<file path="src/rtl/tx_pulser_ch.sv">
// Per-channel transmit pulser: delay-LUT lookup, bipolar burst, damping clamp and done.
// tx_en frames the whole event and blanks the paired receive channel.
module tx_pulser_ch #(
  parameter int ADDR_WD  = 7,
  parameter int DLY_WD   = 12,
  parameter int HP_WD    = 6,
  parameter int CYC_WD   = 4,
  parameter int DAMP_CYC = 4
) (
  input  logic               clk,
  input  logic               rst,
  input  logic [ADDR_WD-1:0] lut_addr,
  input  logic [DLY_WD-1:0]  lut_din,
  input  logic               lut_we,
  input  logic [ADDR_WD-1:0] line_sel,
  input  logic [HP_WD-1:0]   half_period,
  input  logic [CYC_WD-1:0]  num_cycles,
  input  logic               tx_start,
  input  logic               abort,
  output logic               tx_en,
  output logic               pulse_p,
  output logic               pulse_n,
  output logic               damp,
  output logic               done
);

  localparam int DC_WD = (DAMP_CYC < 2) ? 1 : $clog2(DAMP_CYC);
  localparam logic [DC_WD-1:0] DAMP_LAST = DC_WD'(DAMP_CYC - 1);

  typedef enum logic [2:0] {S_IDLE, S_LOAD, S_DELAY, S_PULSE, S_DAMP, S_DONE} state_t;

  state_t state, state_nx;

  logic [DLY_WD-1:0] lut_mem [2**ADDR_WD];
  logic [DLY_WD-1:0] dly_rd;
  logic [HP_WD-1:0]  hp_lat;
  logic [CYC_WD-1:0] nc_lat;

  logic [DLY_WD-1:0] dly_cnt, dly_nx;
  logic [HP_WD-1:0]  hp_cnt, hp_nx;
  logic [CYC_WD-1:0] cyc_cnt, cyc_nx;
  logic              ph, ph_nx;
  logic [DC_WD-1:0]  dmp_cnt, dmp_nx;

  logic accept;
  logic enter_burst;
  logic tx_en_d, pulse_p_d, pulse_n_d, damp_d, done_d;

  assign accept = (state == S_IDLE) && tx_start && !abort;

  // LUT read is taken on the accepting edge so LOAD already knows the delay;
  // a write during LOAD lands after this read and only affects later events.
  always_ff @(posedge clk) begin
    if (lut_we) lut_mem[lut_addr] <= lut_din;
    if (accept) begin
      dly_rd <= lut_mem[line_sel];
      hp_lat <= (half_period == '0) ? HP_WD'(1) : half_period;
      nc_lat <= num_cycles;
    end
    dly_cnt <= dly_nx;
    hp_cnt  <= hp_nx;
    cyc_cnt <= cyc_nx;
    ph      <= ph_nx;
    dmp_cnt <= dmp_nx;
  end

  always_ff @(posedge clk) begin
    if (rst) begin
      state   <= S_IDLE;
      tx_en   <= 1'b0;
      pulse_p <= 1'b0;
      pulse_n <= 1'b0;
      damp    <= 1'b0;
      done    <= 1'b0;
    end else begin
      state   <= state_nx;
      tx_en   <= tx_en_d;
      pulse_p <= pulse_p_d;
      pulse_n <= pulse_n_d;
      damp    <= damp_d;
      done    <= done_d;
    end
  end

  always_comb begin
    state_nx    = state;
    dly_nx      = dly_cnt;
    hp_nx       = hp_cnt;
    cyc_nx      = cyc_cnt;
    ph_nx       = ph;
    dmp_nx      = dmp_cnt;
    enter_burst = 1'b0;
    case (state)
      S_IDLE:  if (tx_start) state_nx = S_LOAD;
      S_LOAD: begin
        if (dly_rd != '0) begin
          state_nx = S_DELAY;
          dly_nx   = dly_rd - DLY_WD'(1);
        end else begin
          enter_burst = 1'b1;
        end
      end
      S_DELAY: begin
        if (dly_cnt == '0) enter_burst = 1'b1;
        else               dly_nx = dly_cnt - DLY_WD'(1);
      end
      S_PULSE: begin
        if (hp_cnt != '0) begin
          hp_nx = hp_cnt - HP_WD'(1);
        end else if (!ph) begin
          ph_nx = 1'b1;
          hp_nx = hp_lat - HP_WD'(1);
        end else if (cyc_cnt != '0) begin
          ph_nx  = 1'b0;
          hp_nx  = hp_lat - HP_WD'(1);
          cyc_nx = cyc_cnt - CYC_WD'(1);
        end else begin
          state_nx = S_DAMP;
          dmp_nx   = DAMP_LAST;
        end
      end
      S_DAMP: begin
        if (dmp_cnt == '0) state_nx = S_DONE;
        else               dmp_nx = dmp_cnt - DC_WD'(1);
      end
      S_DONE:  state_nx = S_IDLE;
      default: state_nx = S_IDLE;
    endcase
    // A zero cycle count bypasses the burst entirely.
    if (enter_burst) begin
      if (nc_lat != '0) begin
        state_nx = S_PULSE;
        hp_nx    = hp_lat - HP_WD'(1);
        ph_nx    = 1'b0;
        cyc_nx   = nc_lat - CYC_WD'(1);
      end else begin
        state_nx = S_DAMP;
        dmp_nx   = DAMP_LAST;
      end
    end
    if (abort) state_nx = S_IDLE;
  end

  // Outputs decode the upcoming state so they register in step with it.
  always_comb begin
    tx_en_d   = (state_nx != S_IDLE);
    pulse_p_d = (state_nx == S_PULSE) && !ph_nx;
    pulse_n_d = (state_nx == S_PULSE) && ph_nx;
    damp_d    = (state_nx == S_DAMP);
    done_d    = (state_nx == S_DONE);
  end

endmodule

</file>
<file path="config.mk">
export PLATFORM = sky130hd
export DESIGN_NAME = tx_pulser_ch
export DESIGN_NICKNAME = d
export VERILOG_FILES = /design/src/rtl/tx_pulser_ch.sv
export SDC_FILE = /design/constraint.sdc
export NUM_CORES = 1
export LEC_CHECK = 0
export ABC_AREA = 1
export ABC_CLOCK_PERIOD_IN_PS = 2800
export CORE_MARGIN = 2
export CORE_UTILIZATION = 50
export CTS_CLUSTER_SIZE = 40
export DETAILED_ROUTE_END_ITERATION = 12
export GPL_ROUTABILITY_DRIVEN = 0
export PLACE_DENSITY = 0.65
export SYNTH_ARGS = -nofsm -noshare
export SYNTH_HDL_FRONTEND = slang
export SYNTH_SLANG_ARGS = --single-unit
</file>
<file path="constraint.sdc">
create_clock -name clk -period 2.8 [get_ports clk]
set_clock_uncertainty 0.1 [all_clocks]
set_input_delay 0.42 -clock clk [delete_from_list [all_inputs] [get_ports clk]]
set_output_delay 0.42 -clock clk [all_outputs]
set_load 0.005 [all_outputs]
</file>
==> flow_metrics.env <==
export IMPL_rows=132
export IMPL_grt_pass1_vias=42030
export IMPL_drt_first_pass_iters=7
export IMPL_leakage_nw=27.43
export IMPL_slew_headroom_pct=44.41
export IMPL_wl_per_cell_um=22.49
export IMPL_chipWidth_um=365.6
export IMPL_finalHoldViolations=0
export IMPL_use_met1_pct=35.85
export IMPL_numCtsBuffers=162
export IMPL_fp_dieH_um=365.6
export IMPL_synth_cell_types=40
export IMPL_use_met2_pct=41.25
export IMPL_critPathLaunchType="flip-flop"
export IMPL_synth_area_um2=65390
export IMPL_period_share_pct=83.55
export IMPL_syn_avg_cell_area_um2=11.72
export IMPL_drive_above_1_share_pct=10.62
export IMPL_start_util_pct=50.43
export IMPL_n_fill_cell=10300
export IMPL_clock_latency_ns=0.79
export IMPL_synth_cells=5578
export IMPL_gr_total_overflow=0
export IMPL_regArea_um2=47570
export IMPL_post_route_util_pct=58.14
export IMPL_yosysWarningCount=0
export IMPL_grt_max_degree=129
export IMPL_drc_errors=0
export IMPL_status="finished clean"
export IMPL_slowest_stage="edfxtp_1"
export IMPL_fin_ws_ns=0.4607
export IMPL_multi_input_area_um2=15420
export IMPL_ios=46
export IMPL_worstPathArrival_ns=2.90
export IMPL_clk_path_buf_depth=3
export IMPL_path_clk_slew_ns=0.06
export IMPL_portBuffers=45
export IMPL_whs_ns=0.03766
export IMPL_tightest_slew_ns=0.8338
export IMPL_antenna_found_initial=0
export IMPL_core_region_area_um2=129600
export IMPL_drv_cap=0
export IMPL_cts_resized=0
export IMPL_ir_drop_mv=0.5411
export IMPL_via_count=43410
export IMPL_cts_tree="built"
export IMPL_die_area_um2=133700
export IMPL_ys_ff_latch=1591
export IMPL_cts_setup_buffers=0
export IMPL_path_cells="nor2_1, nand3_1, nor2_1, nand3_1, nand2_1, nand2_1, o21ai_1, nand2_1, o21ai_0, inv_1"
export IMPL_area_growth_pct=15.29
export IMPL_hpwlAfterDp_um=104700
export IMPL_fmax_mhz=427.5
export IMPL_wl_um=172800
export IMPL_critical_path_peak_fanout=12
export IMPL_pre_cts_ws_ns=-0.1187
export IMPL_grtUsageMet3_pct=4.595
export IMPL_drv_slew=0
export IMPL_drt_first_iter_violations=4663
export IMPL_period_needed_ns=2.339
export IMPL_crit_top_cell="nand2_1"
export IMPL_cp_data_required_time_ns=3.36
export IMPL_cellPowerDensity_nw_per_um2=674.2
export IMPL_setup_viol=0
export IMPL_drtAntennaViolNets=0
export IMPL_critPathCaptureType="flip-flop"
export IMPL_cts_hold_buffers_added=5
export IMPL_grt_pass1_wl_um=258900
export IMPL_path_class="flip-flop to flip-flop"
export IMPL_min_path_type="input port to flip-flop"
export IMPL_synth_nets=5625
export IMPL_cts_root_buf="clkbuf_16"
export IMPL_globalRoute_busiestLayer="met2"
export IMPL_cts_sinks=1591
export IMPL_layout_nets=5860
export IMPL_slowest_delay_ns=0.49
export IMPL_synth_yosys_seq_area_share_pct=72.75
export IMPL_htreeDepth=4
export IMPL_viasPerCell=5.649
export IMPL_grt_total_usage_pct=26.01
export IMPL_rsz0062_at_grt="no"
-- state kept, by name, summed over array words and instances (netlist names) --
register / flops
lut_mem: 1536
ph: 1
dly_rd: 12
pulse_p: 1
damp: 1
cyc_cnt: 4
pulse_n: 1
nc_lat: 4
tx_en: 1
dly_cnt: 12
state: 3
dmp_cnt: 2
done: 1
hp_cnt: 6
hp_lat: 6
-- per-stage QoR --
step | total power, mW | cells | instance area, um^2 | setup TNS (ns)
floorplan | 28.62 | 5578 | 65390 | 0
global placement | 30.23 | 7386 | 70210 | -6.699
detailed placement | 30.27 | 7386 | 70210 | -9.156
CTS | 51.06 | 7683 | 75380 | 0
global route | 52.23 | 7683 | 75380 | 0
finish | 50.82 | 7684 | 75380 | 0
-- final cells by class --
type	count	share of cell area, %
Antenna cell	1	0.003320
Clock buffer	208	5.761
Clock inverter	84	1.022
Inverter	83	0.4531
Multi-Input combinational cell	3551	20.46
Sequential cell	1591	63.10
Tap cell	1742	2.891
Timing Repair Buffer	424	6.312
-- report_power, final --
part           leakage [nW]  switching [mW]  internal, mW
logic                  10.6            2.46          1.02
registers              14.3          0.0452          26.3
clock network          2.49            8.94          12.1
-- final timing paths --
kind,start,cells after the start,slack (ns),to
setup reg to reg,dly_rd[4],10,0.46,hp_cnt[0]
setup / recovery,dly_rd[4],10,0.46,hp_cnt[0]
hold / removal,lut_din[0],1,0.04,lut_mem[105][0]
hold reg to reg,dmp_cnt[1],2,0.41,dmp_cnt[1]
-- layout by cell type, fill, tap and decap left out, types with 2 or more instances in the layout --
cell	Yosys	final
a21oi_1	3	3
a31oi_1	2	2
buf_12	0	118
buf_4	25	269
buf_8	5	2
bufinv_16	0	12
clkbuf_1	61	40
clkbuf_16	0	167
clkdlybuf4s50_1	0	28
clkinv_1	1	37
clkinv_2	0	23
clkinv_8	0	2
clkinvlp_4	0	3
dfxtp_1	21	21
dlygate4sd3_1	0	5
edfxtp_1	1570	1570
ha_1	6	6
inv_1	76	75
inv_16	0	4
inv_2	5	4
inv_6	0	5
inv_8	0	2
nand2_1	1879	1879
nand3_1	1411	1411
nand3b_1	2	2
nand4_1	6	6
nor2_1	161	160
nor2_2	5	6
nor3_1	19	19
o21ai_0	15	15
o21ai_1	3	3
o21ai_2	8	8
o22ai_1	2	2
xnor2_1	4	4
xor2_1	13	13
-- logic make-up after synthesis --
| logic type | after synthesis | share of synthesized area, % |
|---|---|---|
| flip-flops | 1591 | 72.75 |
| AND/OR/NAND/NOR | 3490 | 22.87 |
| XOR/XNOR | 17 | 0.2277 |
| adder cells (fa/ha/maj) | 6 | 0.1148 |
| AO/OA/AOI/OAI | 38 | 0.3655 |
| buffers and inverters | 436 | 3.676 |
-- layer usage --
metal / part of all wire (%) / up-vias
li1: - / 20100
met3: 8.3 / 331
met1: 41 / 21190
met4: 3.8 / 0
met2: 47 / 1788
met5: 0 / -
-- worst max-delay path, delay by kind of cell (launching register included) --
kind            cells  cell delay, ns
compound gates      2            0.45
buf+inv             1            0.06
simple gates        7            1.13
flops               1            0.49
-- Yosys cell counts (all sizes together) --
library cell	number	share of area, %
nand2	1880	11
edfxtp	1570	72
nand3	1412	11
buf	292	2.8
nor2	166	0.97
inv	82	0.47
clkbuf	61	0.35
o21ai	26	0.24
dfxtp	21	0.64
nor3	19	0.15
xor2	13	0.17
nand4	7	0.077
ha	6	0.11
xnor2	4	0.054
a21oi	3	0.023
a31oi	2	0.019
nand3b	2	0.023
o22ai	2	0.019
a211oi	1	0.011
a22o	1	0.013
and2	1	0.0096
clkinv	1	0.0057
nor3b	1	0.011
nor4	1	0.0096
o211ai	1	0.011
o21bai	1	0.011
o31ai	1	0.011
or4	1	0.011
(Power assumes the default switching activity.)
